### src/rtl/combo_sequence_detector_if.sv
// Button/combo handshake bundle between the debounced input stage and the detector.
// master drives enable and buttons; slave (the detector) returns combo status.
interface combo_sequence_detector_if #(
    parameter int unsigned NUM_INPUTS = 6,
    parameter int unsigned STEP_W     = 3
);
    logic                  enable;
    logic [NUM_INPUTS-1:0] btn;
    logic                  window_open;
    logic [STEP_W-1:0]     step;
    logic                  combo_done;
    logic                  combo_fail;

    modport master (
        output enable, btn,
        input  window_open, step, combo_done, combo_fail
    );

    modport slave (
        input  enable, btn,
        output window_open, step, combo_done, combo_fail
    );
endinterface

### src/rtl/combo_sequence_detector.sv
// Recognises a fixed ordered button sequence where each press must follow the
// previous accepted press within WINDOW_CYCLES clocks; pulses done or fail.
module combo_sequence_detector #(
    parameter int unsigned               NUM_INPUTS    = 6,
    parameter int unsigned               IDX_W         = 3,
    parameter int unsigned               SEQ_LEN       = 3,
    parameter logic [SEQ_LEN*IDX_W-1:0]  COMBO_SEQ     = {3'd0, 3'd3, 3'd1},
    parameter int unsigned               WINDOW_CYCLES = 25000000,
    parameter int unsigned               CNT_W         = 25,
    parameter int unsigned               STEP_W        = 3
) (
    input  logic                        clk,
    input  logic                        rst,
    combo_sequence_detector_if.slave    bus
);
    localparam logic [CNT_W-1:0] RELOAD   = CNT_W'(WINDOW_CYCLES - 1);
    localparam logic [STEP_W-1:0] LAST_STEP = STEP_W'(SEQ_LEN - 1);

    typedef enum logic {ST_IDLE, ST_ARMED} state_t;

    state_t                r_state;
    logic [NUM_INPUTS-1:0] r_btn_q;
    logic [CNT_W-1:0]      r_timer;
    logic [STEP_W-1:0]     r_step;
    logic                  r_window_open;
    logic                  r_done;
    logic                  r_fail;

    logic [NUM_INPUTS-1:0] w_edge;
    logic                  w_onehot;
    logic [IDX_W-1:0]      w_idx;
    logic [IDX_W-1:0]      w_exp;
    logic                  w_match0;
    logic                  w_match_cur;
    logic                  w_last;

    // Press decode: a match needs exactly one new rising edge on the expected line.
    always_comb begin
        w_edge   = bus.btn & ~r_btn_q;
        w_onehot = (w_edge != '0) && ((w_edge & (w_edge - NUM_INPUTS'(1))) == '0);
        w_idx    = '0;
        for (int i = 0; i < NUM_INPUTS; i++) begin
            if (w_edge[i]) w_idx = IDX_W'(i);
        end
        w_exp = COMBO_SEQ[IDX_W-1:0];
        for (int k = 0; k < SEQ_LEN; k++) begin
            if (r_step == STEP_W'(k)) w_exp = COMBO_SEQ[k*IDX_W +: IDX_W];
        end
        w_match0    = w_onehot && (w_idx == COMBO_SEQ[IDX_W-1:0]);
        w_match_cur = w_onehot && (w_idx == w_exp);
        w_last      = (r_step == LAST_STEP);
    end

    always_ff @(posedge clk) begin
        if (rst) begin
            r_state       <= ST_IDLE;
            r_btn_q       <= '1;
            r_timer       <= '0;
            r_step        <= '0;
            r_window_open <= 1'b0;
            r_done        <= 1'b0;
            r_fail        <= 1'b0;
        end else begin
            r_btn_q <= bus.btn;
            r_done  <= 1'b0;
            r_fail  <= 1'b0;
            if (!bus.enable) begin
                r_state       <= ST_IDLE;
                r_timer       <= '0;
                r_step        <= '0;
                r_window_open <= 1'b0;
            end else begin
                case (r_state)
                    ST_IDLE: begin
                        if (w_match0) begin
                            if (SEQ_LEN == 1) begin
                                r_done <= 1'b1;
                            end else begin
                                r_state       <= ST_ARMED;
                                r_step        <= STEP_W'(1);
                                r_timer       <= RELOAD;
                                r_window_open <= 1'b1;
                            end
                        end
                    end
                    ST_ARMED: begin
                        if (w_match_cur) begin
                            if (w_last) begin
                                r_done        <= 1'b1;
                                r_state       <= ST_IDLE;
                                r_step        <= '0;
                                r_timer       <= '0;
                                r_window_open <= 1'b0;
                            end else begin
                                r_step  <= r_step + STEP_W'(1);
                                r_timer <= RELOAD;
                            end
                        end else if (w_edge != '0) begin
                            // A wrong press that is itself step 0 starts a fresh attempt.
                            r_fail <= 1'b1;
                            if (w_match0) begin
                                r_step  <= STEP_W'(1);
                                r_timer <= RELOAD;
                            end else begin
                                r_state       <= ST_IDLE;
                                r_step        <= '0;
                                r_timer       <= '0;
                                r_window_open <= 1'b0;
                            end
                        end else if (r_timer == '0) begin
                            r_fail        <= 1'b1;
                            r_state       <= ST_IDLE;
                            r_step        <= '0;
                            r_window_open <= 1'b0;
                        end else begin
                            r_timer <= r_timer - CNT_W'(1);
                        end
                    end
                    default: begin
                        r_state       <= ST_IDLE;
                        r_step        <= '0;
                        r_timer       <= '0;
                        r_window_open <= 1'b0;
                    end
                endcase
            end
        end
    end

    assign bus.window_open = r_window_open;
    assign bus.step        = r_step;
    assign bus.combo_done  = r_done;
    assign bus.combo_fail  = r_fail;
endmodule

### src/flat_wrapper.sv
// flat-port wrapper written by rule: the top's interface ports become plain ports
module combo_sequence_detector_flat 
#(
    parameter int unsigned               NUM_INPUTS    = 6,
    parameter int unsigned               IDX_W         = 3,
    parameter int unsigned               SEQ_LEN       = 3,
    parameter logic [SEQ_LEN*IDX_W-1:0]  COMBO_SEQ     = {3'd0, 3'd3, 3'd1},
    parameter int unsigned               WINDOW_CYCLES = 25000000,
    parameter int unsigned               CNT_W         = 25,
    parameter int unsigned               STEP_W        = 3
)
  (clk, rst, bus_enable, bus_btn, bus_window_open, bus_step, bus_combo_done, bus_combo_fail);
  combo_sequence_detector_if #(.NUM_INPUTS(NUM_INPUTS), .STEP_W(STEP_W)) bus_i ();
  input  logic clk;
  input  logic rst;
  input wire logic [$bits(bus_i.enable)-1:0] bus_enable;
  input wire logic [$bits(bus_i.btn)-1:0] bus_btn;
  output wire logic [$bits(bus_i.window_open)-1:0] bus_window_open;
  output wire logic [$bits(bus_i.step)-1:0] bus_step;
  output wire logic [$bits(bus_i.combo_done)-1:0] bus_combo_done;
  output wire logic [$bits(bus_i.combo_fail)-1:0] bus_combo_fail;
  assign bus_i.enable = bus_enable;
  assign bus_i.btn = bus_btn;
  assign bus_window_open = bus_i.window_open;
  assign bus_step = bus_i.step;
  assign bus_combo_done = bus_i.combo_done;
  assign bus_combo_fail = bus_i.combo_fail;
  combo_sequence_detector #(.NUM_INPUTS(NUM_INPUTS), .IDX_W(IDX_W), .SEQ_LEN(SEQ_LEN), .COMBO_SEQ(COMBO_SEQ), .WINDOW_CYCLES(WINDOW_CYCLES), .CNT_W(CNT_W), .STEP_W(STEP_W)) u_core (.clk(clk), .rst(rst), .bus(bus_i));
endmodule
### config.mk
export PLATFORM = sky130hd
export DESIGN_NAME = combo_sequence_detector_flat
export DESIGN_NICKNAME = d
export VERILOG_FILES = /design/src/rtl/combo_sequence_detector_if.sv /design/src/rtl/combo_sequence_detector.sv /design/src/flat_wrapper.sv
export SDC_FILE = /design/constraint.sdc
export NUM_CORES = 1
export LEC_CHECK = 0
export ABC_AREA = 1
export CORE_ASPECT_RATIO = 0.5
export CORE_MARGIN = 2
export CORE_UTILIZATION = 55
export DETAILED_ROUTE_END_ITERATION = 6
export PLACE_DENSITY = 0.77
export SYNTH_ARGS = -nofsm -noshare
export SYNTH_HDL_FRONTEND = slang
export SYNTH_SLANG_ARGS = --single-unit
### constraint.sdc
create_clock -name clk -period 2.75 [get_ports clk]
set_input_delay 0.275 -clock clk [delete_from_list [all_inputs] [get_ports clk]]
set_output_delay 0.275 -clock clk [all_outputs]
set_load 0.005 [all_outputs]
==> results.ini <==
[floorplanning]
placementRows=18
die_area_sq_um=5650
die_height_um=54.2
fp.dieW_um=104
start_util=0.566
core_sq_um=4890
num_io_pins=15

[clock_tree]
clk_path_buf_depth=2
path_clk_slew_ns=0.08
cts_sinks=38
post_cts_buffers=0
cts_root_buf=clkbuf_8
cts-resized-gates=0
cts_hold_buf=0
clk_latency_ns=0.31
cts_tree=done
numCtsBuffers=5
h-tree-depth=2

[global_route]
grt_pass1_vias=2202
grt_use_met1=0.306
grt_antenna_before_repair=0
top_usage_layer=met2
use_met3=0.0533
grt_overflow_total=0
grt_max_degree=27
grt_use_met2=0.373
grt_pass1_wl_um=10000
grt_usage=0.228

[worst_setup_path]
cp-end-kind=flop
worstPathArrival_ns=2.29
max_stage_delay_ns=0.45
required_ns=2.95
slowest_stage=clkdlybuf4s50_1
path_class=in -> reg
crit_chain=clkdlybuf4s50_1 > inv_1 > or2_4 > nand2_4 > inv_2 > nand2_4 > nand2_4 > nor2_8 > nand2_4 > nand2_4 > nand2_4 > inv_6 > nand2_1 > o21ai_1 > nor2_1
crit_path_max_fanout=26
crit_top_cell=nand2_4
cp-start-kind=primary input

[synth]
synth_top_area_share=0.275
synth-adder-area-share=0.00904
synth_nets=444
synth-compound-area-share=0.0927
synth_enable_flop_cells=0
syn_inst=433
avgSynthCellArea_sq_um=6.39
yosysSeqAreaShare=0.275
synthXorXnorAreaFrac=0.0443
ys_warn_count=0
synth_area_leaders=dfxtp_1, nand2_1, nor2_1
synthSimpleGateAreaFrac=0.467
synthFlopType=dfxtp_1
synth_top_cell_by_area=dfxtp_1
synth_top_family_by_area=simple AND/OR/NAND/NOR gates
synth-seq-cells=38
async_flop_share=0
synth_mux_area_frac=0
yosysUniqueCellTypes=37
syn_area_sq_um=2770

[drt]
vias=2536
drtAntennaViolNets=0
drtIter0Drc=210
routed_wl_um=5760
vias_per_cell=4.91
wl_per_cell_um=11.1
route.detailed.drc=0
drt_pass1_iterations=5

[power_and_ir_drop]
power_frac_comb=0.233
swShare=0.329
vdd_drop_max_uv=193
seqPwrFrac=0.436
leakagePower_nw=1.52
switchingPower_w=0.000429
clkPwrFrac=0.331
p_per_area_nw_per_um2=432
p_int_w=0.000873

[layout]
layout-drive-gt1-share=0.168
final_cells=517
syn_to_final_growth_pct=8.86
diodes=0
final_net_count=457
fin_area_sq_um=3010

[place]
placed_area_sq_um=2920
gp_congestion=0.930
io_buffers=14
placed_cells_incl_taps=509
dp_hpwl_um=4140

[flow_run]
maxCapViolCount=0

[sta]
final_max_slew_viol_count=0
rsz0062_at_grt=false
fin_skew_ns=0.00605
timing.fmax_mhz=479
relSlewSlack=0.616
finalSetupTns_ns=0
post-route-period-util=0.758
period_needed_ns=2.09
hold_violations=0
setup_viol=0
tightestPinTransition_ns=0.575

[min_path]
min_path_type=reg -> reg

[outcome]
status=finished, final reports clean

[logic make-up (layout without fill, tap and decap cells)]
logic type | count (synthesis) | count (layout)
buf+inv | 64 | 78
flops | 38 | 38
xor+xnor | 14 | 14
simple gates | 270 | 270
compound gates | 45 | 45
fa+ha+maj | 2 | 2
[critical path, delay by kind of cell]
| kind | cells | cell delay, ns |
|---|---|---|
| and+or+nand+nor | 10 | 1.18 |
| buffers and inverters | 4 | 0.74 |
| AOI/OAI and AO/OA | 1 | 0.08 |
[path summary, 6_finish.rpt]
check                                                      from                              end  slack, ns  cells past startpoint
worst min register to register  u_core.bus.step[2]$_SDFFE_PP0P_  u_core.bus.step[2]$_SDFFE_PP0P_       0.51                      2
worst min-delay path            u_core.bus.step[2]$_SDFFE_PP0P_  u_core.bus.step[2]$_SDFFE_PP0P_       0.51                      2
worst max register to register     u_core.r_btn_q[5]$_SDFF_PP1_   u_core.r_timer[6]$_SDFFE_PP0P_       0.81                     13
worst max-delay path                                 bus_btn[5]   u_core.r_timer[6]$_SDFFE_PP0P_       0.66                     15
[metrics by stage]
stage | total power [W] | worst slack (ns) | util | hold WS (ns)
2_1_floorplan | 0.000830 | 0.992 | - | 0.371
3_3_place_gp | 0.000881 | 0.378 | 0.597 | 0.500
3_5_place_dp | 0.000882 | 0.325 | 0.597 | 0.504
4_1_cts | 0.00132 | 0.660 | 0.616 | 0.514
5_1_grt | 0.00138 | 0.467 | 0.616 | 0.543
6_report | 0.00130 | 0.664 | 0.616 | 0.514
[layer usage]
| layer | up-vias | routed length (um) |
|---|---|---|
| li1 | 1373 | - |
| met1 | 1101 | 2920 |
| met2 | 55 | 2420 |
| met3 | 7 | 356 |
| met4 | 0 | 68 |
| met5 | - | 0 |
[cells in the mapped netlist (3+ instances only)]
cell type	number
nand2_1	107
nor2_1	68
inv_1	46
dfxtp_1	38
nand3_1	28
nor2_2	22
o21ai_0	18
o21ai_1	13
nand2_2	10
nor3_1	9
xnor2_1	8
a21oi_2	7
nand2_4	7
xor2_1	6
a21oi_1	5
nand4_1	5
or2_2	5
clkbuf_1	3
inv_2	3
[flip-flops by register name (all words and copies together) (netlist names)]
| name | flops |
|---|---|
| u_core.bus.step | 3 |
| u_core.r_btn_q | 6 |
| u_core.r_state | 1 |
| u_core.bus.combo_fail | 1 |
| u_core.bus.window_open | 1 |
| u_core.r_timer | 25 |
| u_core.bus.combo_done | 1 |
[area by class of cell]
class / count / area (sq um)
Tap cell: 70 / 87.6
Timing Repair Buffer: 18 / 170
Clock buffer: 6 / 82.6
Sequential cell: 38 / 761
Multi-Input combinational cell: 331 / 1700
Clock inverter: 2 / 12.5
Fill cell: 485 / 1870
Inverter: 52 / 203
[layout by cell type, fill, tap and decap left out, types with 5 or more instances in the layout]
cell type	instances
nand2_1	107
nor2_1	68
inv_1	46
dfxtp_1	38
nand3_1	28
nor2_2	22
o21ai_0	18
clkdlybuf4s50_1	14
o21ai_1	13
nand2_2	10
nor3_1	9
xnor2_1	8
nand2_4	7
a21oi_2	7
xor2_1	6
clkbuf_8	6
nand4_1	5
a21oi_1	5
or2_2	5
[power groups by stage]
| stage | Sequential [W] | Clock (W) | Combinational, W |
|---|---|---|---|
| floorplan | 0.000578 | 0 | 0.000253 |
| global placement | 0.000580 | 0 | 0.000301 |
| detailed placement | 0.000580 | 0 | 0.000302 |
| CTS | 0.000567 | 0.000443 | 0.000305 |
| global route | 0.000569 | 0.000457 | 0.000352 |
| finish | 0.000567 | 0.000431 | 0.000304 |
Note: power is estimated with default switching activity, not from simulation.
